### config.mk
export PLATFORM = sky130hd
export DESIGN_NAME = bean_obstacle_gen
export DESIGN_NICKNAME = d
export VERILOG_FILES = /design/src/rtl/bean_obstacle_gen.sv
export SDC_FILE = /design/constraint.sdc
export NUM_CORES = 1
export LEC_CHECK = 0
export ABC_AREA = 0
export ABC_CLOCK_PERIOD_IN_PS = 3450
export CAP_MARGIN = 10
export CORE_UTILIZATION = 54
export CTS_CLUSTER_SIZE = 30
export DETAILED_ROUTE_END_ITERATION = 8
export GPL_TIMING_DRIVEN = 0
export PLACE_DENSITY = 0.8
export SYNTH_ARGS = -nofsm -noshare
export SYNTH_HDL_FRONTEND = slang
export SYNTH_SLANG_ARGS = --single-unit
### constraint.sdc
create_clock -name clk -period 3.45 [get_ports clk]
set_clock_uncertainty 0.15 [all_clocks]
set_input_delay 0.345 -clock clk [delete_from_list [all_inputs] [get_ports clk]]
set_output_delay 0.345 -clock clk [all_outputs]
set_load 0.005 [all_outputs]
### src/rtl/bean_obstacle_gen.sv
// Tick generator and moving bean obstacle for the 640x480 goose-runner.
// Optional build macro BEAN_SPEEDUP_EN: each wrap speeds the bean up, capped at MAX_SPEED.
module bean_obstacle_gen #(
    parameter int FAST_DIV   = 4000000,
    parameter int SLOW_RATIO = 10,
    parameter int X_START    = 640,
    parameter int BEAN_W     = 16,
    parameter int BEAN_H     = 24,
    parameter int FLOOR_Y    = 400,
    parameter int SPEED      = 4,
    parameter int MAX_SPEED  = 12
) (
    input  logic        clk,
    input  logic        reset,
    input  logic [9:0]  x,
    input  logic [9:0]  y,
    input  logic        check_hit,
    output logic        tick_fast,
    output logic        tick_slow,
    output logic        bean,
    output logic [11:0] bean_rgb
);

    localparam int FW = (FAST_DIV > 1) ? $clog2(FAST_DIV) : 1;
    localparam int SW = (SLOW_RATIO > 1) ? $clog2(SLOW_RATIO) : 1;
    // Speed register is wide enough for whichever of SPEED / MAX_SPEED is larger.
    localparam int SPD_MAX = (MAX_SPEED > SPEED) ? MAX_SPEED : SPEED;
    localparam int SPW     = $clog2(SPD_MAX + 1);

    localparam logic [10:0] BR_RESET  = 11'(X_START + BEAN_W);
    localparam logic [10:0] BW        = 11'(BEAN_W);
    localparam logic [10:0] ROW_TOP   = 11'(FLOOR_Y - BEAN_H);
    localparam logic [10:0] ROW_BOT   = 11'(FLOOR_Y - 1);
    localparam logic [10:0] ROW_FLOOR = 11'(FLOOR_Y);

    localparam logic [11:0] RGB_EDGE = 12'h150;
    localparam logic [11:0] RGB_FILL = 12'h3c3;

    logic [FW-1:0]  fcnt;
    logic [SW-1:0]  scnt;
    logic [10:0]    br;
    logic [SPW-1:0] speed;
    logic           frozen;
    logic           hold;
    logic           wrap;

    // ---------------- tick dividers ----------------
    assign tick_fast = (fcnt == FW'(FAST_DIV - 1));
    assign tick_slow = tick_fast && (scnt == SW'(SLOW_RATIO - 1));

    always_ff @(posedge clk) begin
        if (reset) begin
            fcnt <= '0;
        end else if (tick_fast) begin
            fcnt <= '0;
        end else begin
            fcnt <= fcnt + 1'b1;
        end
    end

    always_ff @(posedge clk) begin
        if (reset) begin
            scnt <= '0;
        end else if (tick_slow) begin
            scnt <= '0;
        end else if (tick_fast) begin
            scnt <= scnt + 1'b1;
        end
    end

    // A hit latches the freeze; only reset releases it, even if check_hit drops.
    always_ff @(posedge clk) begin
        if (reset) begin
            frozen <= 1'b0;
        end else if (check_hit) begin
            frozen <= 1'b1;
        end
    end

    assign hold = check_hit || frozen;
    assign wrap = tick_fast && !hold && (br <= 11'(speed));

    // ---------------- position ----------------
    always_ff @(posedge clk) begin
        if (reset) begin
            br <= BR_RESET;
        end else if (tick_fast && !hold) begin
            if (br <= 11'(speed)) begin
                br <= BR_RESET;
            end else begin
                br <= br - 11'(speed);
            end
        end
    end

`ifdef BEAN_SPEEDUP_EN
    always_ff @(posedge clk) begin
        if (reset) begin
            speed <= SPW'(SPEED);
        end else if (wrap && (speed < SPW'(MAX_SPEED))) begin
            speed <= speed + 1'b1;
        end
    end
`else
    assign speed = SPW'(SPEED);
    logic unused_wrap;
    assign unused_wrap = wrap;
`endif

    // ---------------- pixel coverage ----------------
    logic [10:0] x11;
    logic [10:0] y11;
    logic        in_box;
    logic        col_first;
    logic        col_last;
    logic        row_first;
    logic        row_last;
    logic        corner;
    logic        outline;

    assign x11 = {1'b0, x};
    assign y11 = {1'b0, y};

    assign in_box = (x11 < br) && ((x11 + BW) >= br) &&
                    (y11 >= ROW_TOP) && (y11 < ROW_FLOOR);

    assign col_first = ((x11 + BW) == br);
    assign col_last  = ((x11 + 11'd1) == br);
    assign row_first = (y11 == ROW_TOP);
    assign row_last  = (y11 == ROW_BOT);

    // Dropping the four corner pixels rounds the bean off.
    assign corner  = (col_first || col_last) && (row_first || row_last);
    assign outline = col_first || col_last || row_first || row_last;

    assign bean     = in_box && !corner;
    assign bean_rgb = bean ? (outline ? RGB_EDGE : RGB_FILL) : 12'h000;

endmodule

==> qor.csv <==
stage;metric;value;unit
outcome;status;finished, violations left;
outcome;violated checks;DRC;
clock_network;CTS tree;yes;
route;vias;2335;
floorplan;row cnt;24;
yosys;Mapped Area;0.00255;mm^2
worst_hold_path;Hold/Removal Path Class;reg -> reg;
yosys;Synth Warn #;0;
yosys;area share of and/or/nand/nor cells after synthesis;0.296;
worst_setup_path;worst reg2reg path startpoint;fcnt[0]$_SDFF_PP0_;
global_routing;met3 usage in global routing;0.0456;
worst_setup_path;crit end category;primary output;
power_and_ir_drop;combinational power share;0.114;
worst_setup_path;CP max FO;6;
clock_network;CTS Hold Bufs;0;
route;final antenna-violating net count;0;
yosys;Mapped Cells;317;
clock_network;H-tree Lvls;2;
yosys;proportion of synthesized area in mux cells;0.00785;
worst_setup_path;Critical Path AT;2850;ps
power_and_ir_drop;Sw Pwr;0.217;mW
route;WL/cell;13.8;um
global_routing;Tot GR Track Use;0.222;
clock_network;clk sinks;36;
clock_network;Clock Pin Slew Worst Setup and Hold Paths;70;ps
route;DR vias/cell;5.64;
route;drt pass-1 iters;8;
timing;final period utilization;0.968;
yosys;main combinational cell family by area after synthesis;simple AND/OR/NAND/NOR gates;
power_and_ir_drop;Seq pwr share;0.399;
yosys;Synth top area share;0.283;
yosys;xor and xnor fraction of the mapped netlist area;0.137;
clock_network;clk_lat worst skew;290;ps
yosys;main flop type after synthesis;dfxtp_1;
worst_setup_path;worst path required time;2950;ps
worst_setup_path;reg2reg end;fcnt[20]$_SDFF_PP0_;
global_routing;largest net degree at the start of global routing;13;
floorplan;die area;0.00500;mm^2
yosys;post-synthesis compound-gate area fraction;0.0889;
global_routing;initial antenna violation count;0;
worst_setup_path;reg2reg path depth;7;
worst_setup_path;CP Launch Point;br[6]$_SDFFE_PP0P_;
yosys;Synth Register Bits;36;
global_routing;gr busiest metal;met2;
place;number of port buffers;31;
floorplan;die height;70.7;um
yosys;most frequent cells after synthesis;nor2_1 (53), dfxtp_1 (36), xnor2_1 (24), ha_1 (23);
worst_setup_path;Reg2Reg Setup Slack;1120;ps
yosys;top cells by area, synth;dfxtp_1 (28%), ha_1 (11%), xnor2_1 (8.2%);
floorplan;Starting Density;0.573;
timing;Worst Tran Pin Value;542;ps
route;DRC;4;
power_and_ir_drop;clock network power share;0.487;
yosys;synth unique cells;50;
floorplan;Core Box Area;0.00444;mm^2
yosys;post-synthesis async set-or-reset flop share;0;
global_routing;met1 usage;0.253;
floorplan;die width;70.7;um
worst_setup_path;worst-path cell chain;inv_1 > ha_1 > a21o_1 > a2111oi_2 > nand3_2 > nor3_4 > buf_4 > clkdlybuf4s50_1;
worst_setup_path;Critical Path Slowest Stage Cell;clkdlybuf4s50_1;
clock_network;clock tree buffer depth;2;
power_and_ir_drop;Leakage;1.30;nW
layout;Layout Area Growth over Synthesis;26.3;%
yosys;most frequent cell after synthesis;nor2_1;
timing;Final Setup Violations;0;
worst_setup_path;Worst Setup EP;bean_rgb[9];
worst_setup_path;Setup crit start kind;flop;
place;DP HPWL;4.07;mm
run;Max-Cap Viols;0;
clock_network;TritonCTS Buffers;5;
layout;final core utilization;0.724;
power_and_ir_drop;Net Sw Frac;0.206;
place;routability cong.;0.855;
yosys;synthesized-area fraction occupied by adder cells;0.113;
layout;Final nets;407;
yosys;dominant cell type by area after synthesis;dfxtp_1;
layout;n_diodes;0;
global_routing;grt met2 use;0.404;
power_and_ir_drop;Peak VDD IR;0.343;mV
timing;Slew Viols, Final;0;
floorplan;# IOs;38;
yosys;synthesized area per cell;8.04;um^2
worst_setup_path;CP peak stage delay;490;ps
worst_setup_path;Crit Path Class;reg -> out;
yosys;Post-synth EDFFs;0;
global_routing;grt ovf;0;
yosys;post-synthesis sequential area ratio;0.283;
timing;slew margin rel.;0.638;
power_and_ir_drop;PwrDens;328;mW/mm^2
clock_network;clock root buffer;clkbuf_8;
layout;layout cells sized above 1;0.138;
power_and_ir_drop;P_int;0.839;mW
route;routed wire length;5.70;mm
global_routing;vias in the first global route;2105;
timing;Final Hold Vio Count;0;
timing;Max Clock Freq;0.299;GHz
route;Initial DRC Count;149;
timing;minimum clock period;3340;ps
power_and_ir_drop;Tot Pwr;1.06;mW
global_routing;global-route wire length before repair;8.94;mm
## sequential cells by signal, summed over array words and instances (netlist names)
signal  cells
br          9
fcnt       22
frozen      1
scnt        4
## final cells by class
class                      count  area [um^2]
sequential                    36          723
multi-input combinational    250         1740
buffer                        15          118
clock buffer                   5         68.8
inverter                      18         67.6
timing repair buffer          35          347
tap                           52         65.1
clock inverter                 3         90.1
fill                         368         1230
## worst max-delay path: cells and delay by family, from the launching register on
family | cells | cell delay [ps]
and+or+nand+nor | 2 | 480
AOI/OAI and AO/OA | 2 | 560
buffers and inverters | 3 | 790
adders and majority gates | 1 | 330
DFF | 1 | 390
## routing by layer
| layer | wire (um) | up-vias | part of all wire |
|---|---|---|---|
| li1 | - | 1169 | - |
| met1 | 2440 | 1065 | 0.43 |
| met2 | 2890 | 80 | 0.51 |
| met3 | 239 | 21 | 0.042 |
| met4 | 131 | 0 | 0.023 |
| met5 | 0 | - | 0 |
## layout by cell type, fill, tap and decap left out, types with 6 or more instances in the layout
| cell type | n |
|---|---|
| nor3_1 | 12 |
| ha_1 | 21 |
| o21ai_0 | 6 |
| buf_4 | 14 |
| inv_1 | 18 |
| a21oi_1 | 9 |
| nand4_1 | 13 |
| nand2_1 | 18 |
| xnor2_1 | 24 |
| dlymetal6s2s_1 | 7 |
| clkdlybuf4s50_1 | 21 |
| xor2_1 | 16 |
| nor2_1 | 51 |
| dfxtp_1 | 34 |
| nand3_1 | 12 |
## metrics by stage
stage / TNS [ps] / instance area (um^2) / setup slack (ps) / hold WS, ps / cells
after floorplan: 0 / 2560 / 816 / 271 / 321
after global routing: -8.23 / 3220 / -6.55 / 351 / 414
after global placement: -2760 / 2940 / -479 / 295 / 404
after detailed placement: -2710 / 2940 / -488 / 304 / 404
after CTS: 0 / 3150 / 5.56 / 320 / 413
final: 0 / 3220 / 110 / 312 / 414
## worst min path at each step
stage                                   start  cells after the start                  end  slack [ps]
after floorplan           frozen$_SDFFE_PP0P_                      2  frozen$_SDFFE_PP0P_         270
after global routing       fcnt[0]$_SDFF_PP0_                      1   fcnt[0]$_SDFF_PP0_         350
after detailed placement   fcnt[0]$_SDFF_PP0_                      1   fcnt[0]$_SDFF_PP0_         300
after CTS                  fcnt[0]$_SDFF_PP0_                      1   fcnt[0]$_SDFF_PP0_         320
after global placement     fcnt[0]$_SDFF_PP0_                      1   fcnt[0]$_SDFF_PP0_         290
final                      fcnt[0]$_SDFF_PP0_                      1   fcnt[0]$_SDFF_PP0_         310
## logic make-up (layout without fill, tap and decap cells)
kind of cell / Yosys count / in the layout
compound gates: 34 / 34
mux: 2 / 2
buf+inv: 35 / 76
flops: 36 / 36
xor+xnor: 40 / 40
simple gates: 146 / 146
fa+ha+maj: 23 / 23
other cells: 1 / 5
## repair_timing
item                                    4_1_cts  5_1_grt
setup buffers                                 3        1
pin swaps                                     4        7
endpoints found under the setup margin        8        9
resized for setup                            14       22
## power groups by stage
stage / Sequential (mW) / Clock, mW / Combinational [mW]
after floorplan: 0.431 / 0 / 0.0628
after global placement: 0.431 / 0 / 0.106
after detailed placement: 0.431 / 0 / 0.109
final: 0.422 / 0.515 / 0.120
after CTS: 0.422 / 0.519 / 0.113
after global routing: 0.422 / 0.536 / 0.132
No activity file was read; power rests on OpenSTA's default activity.
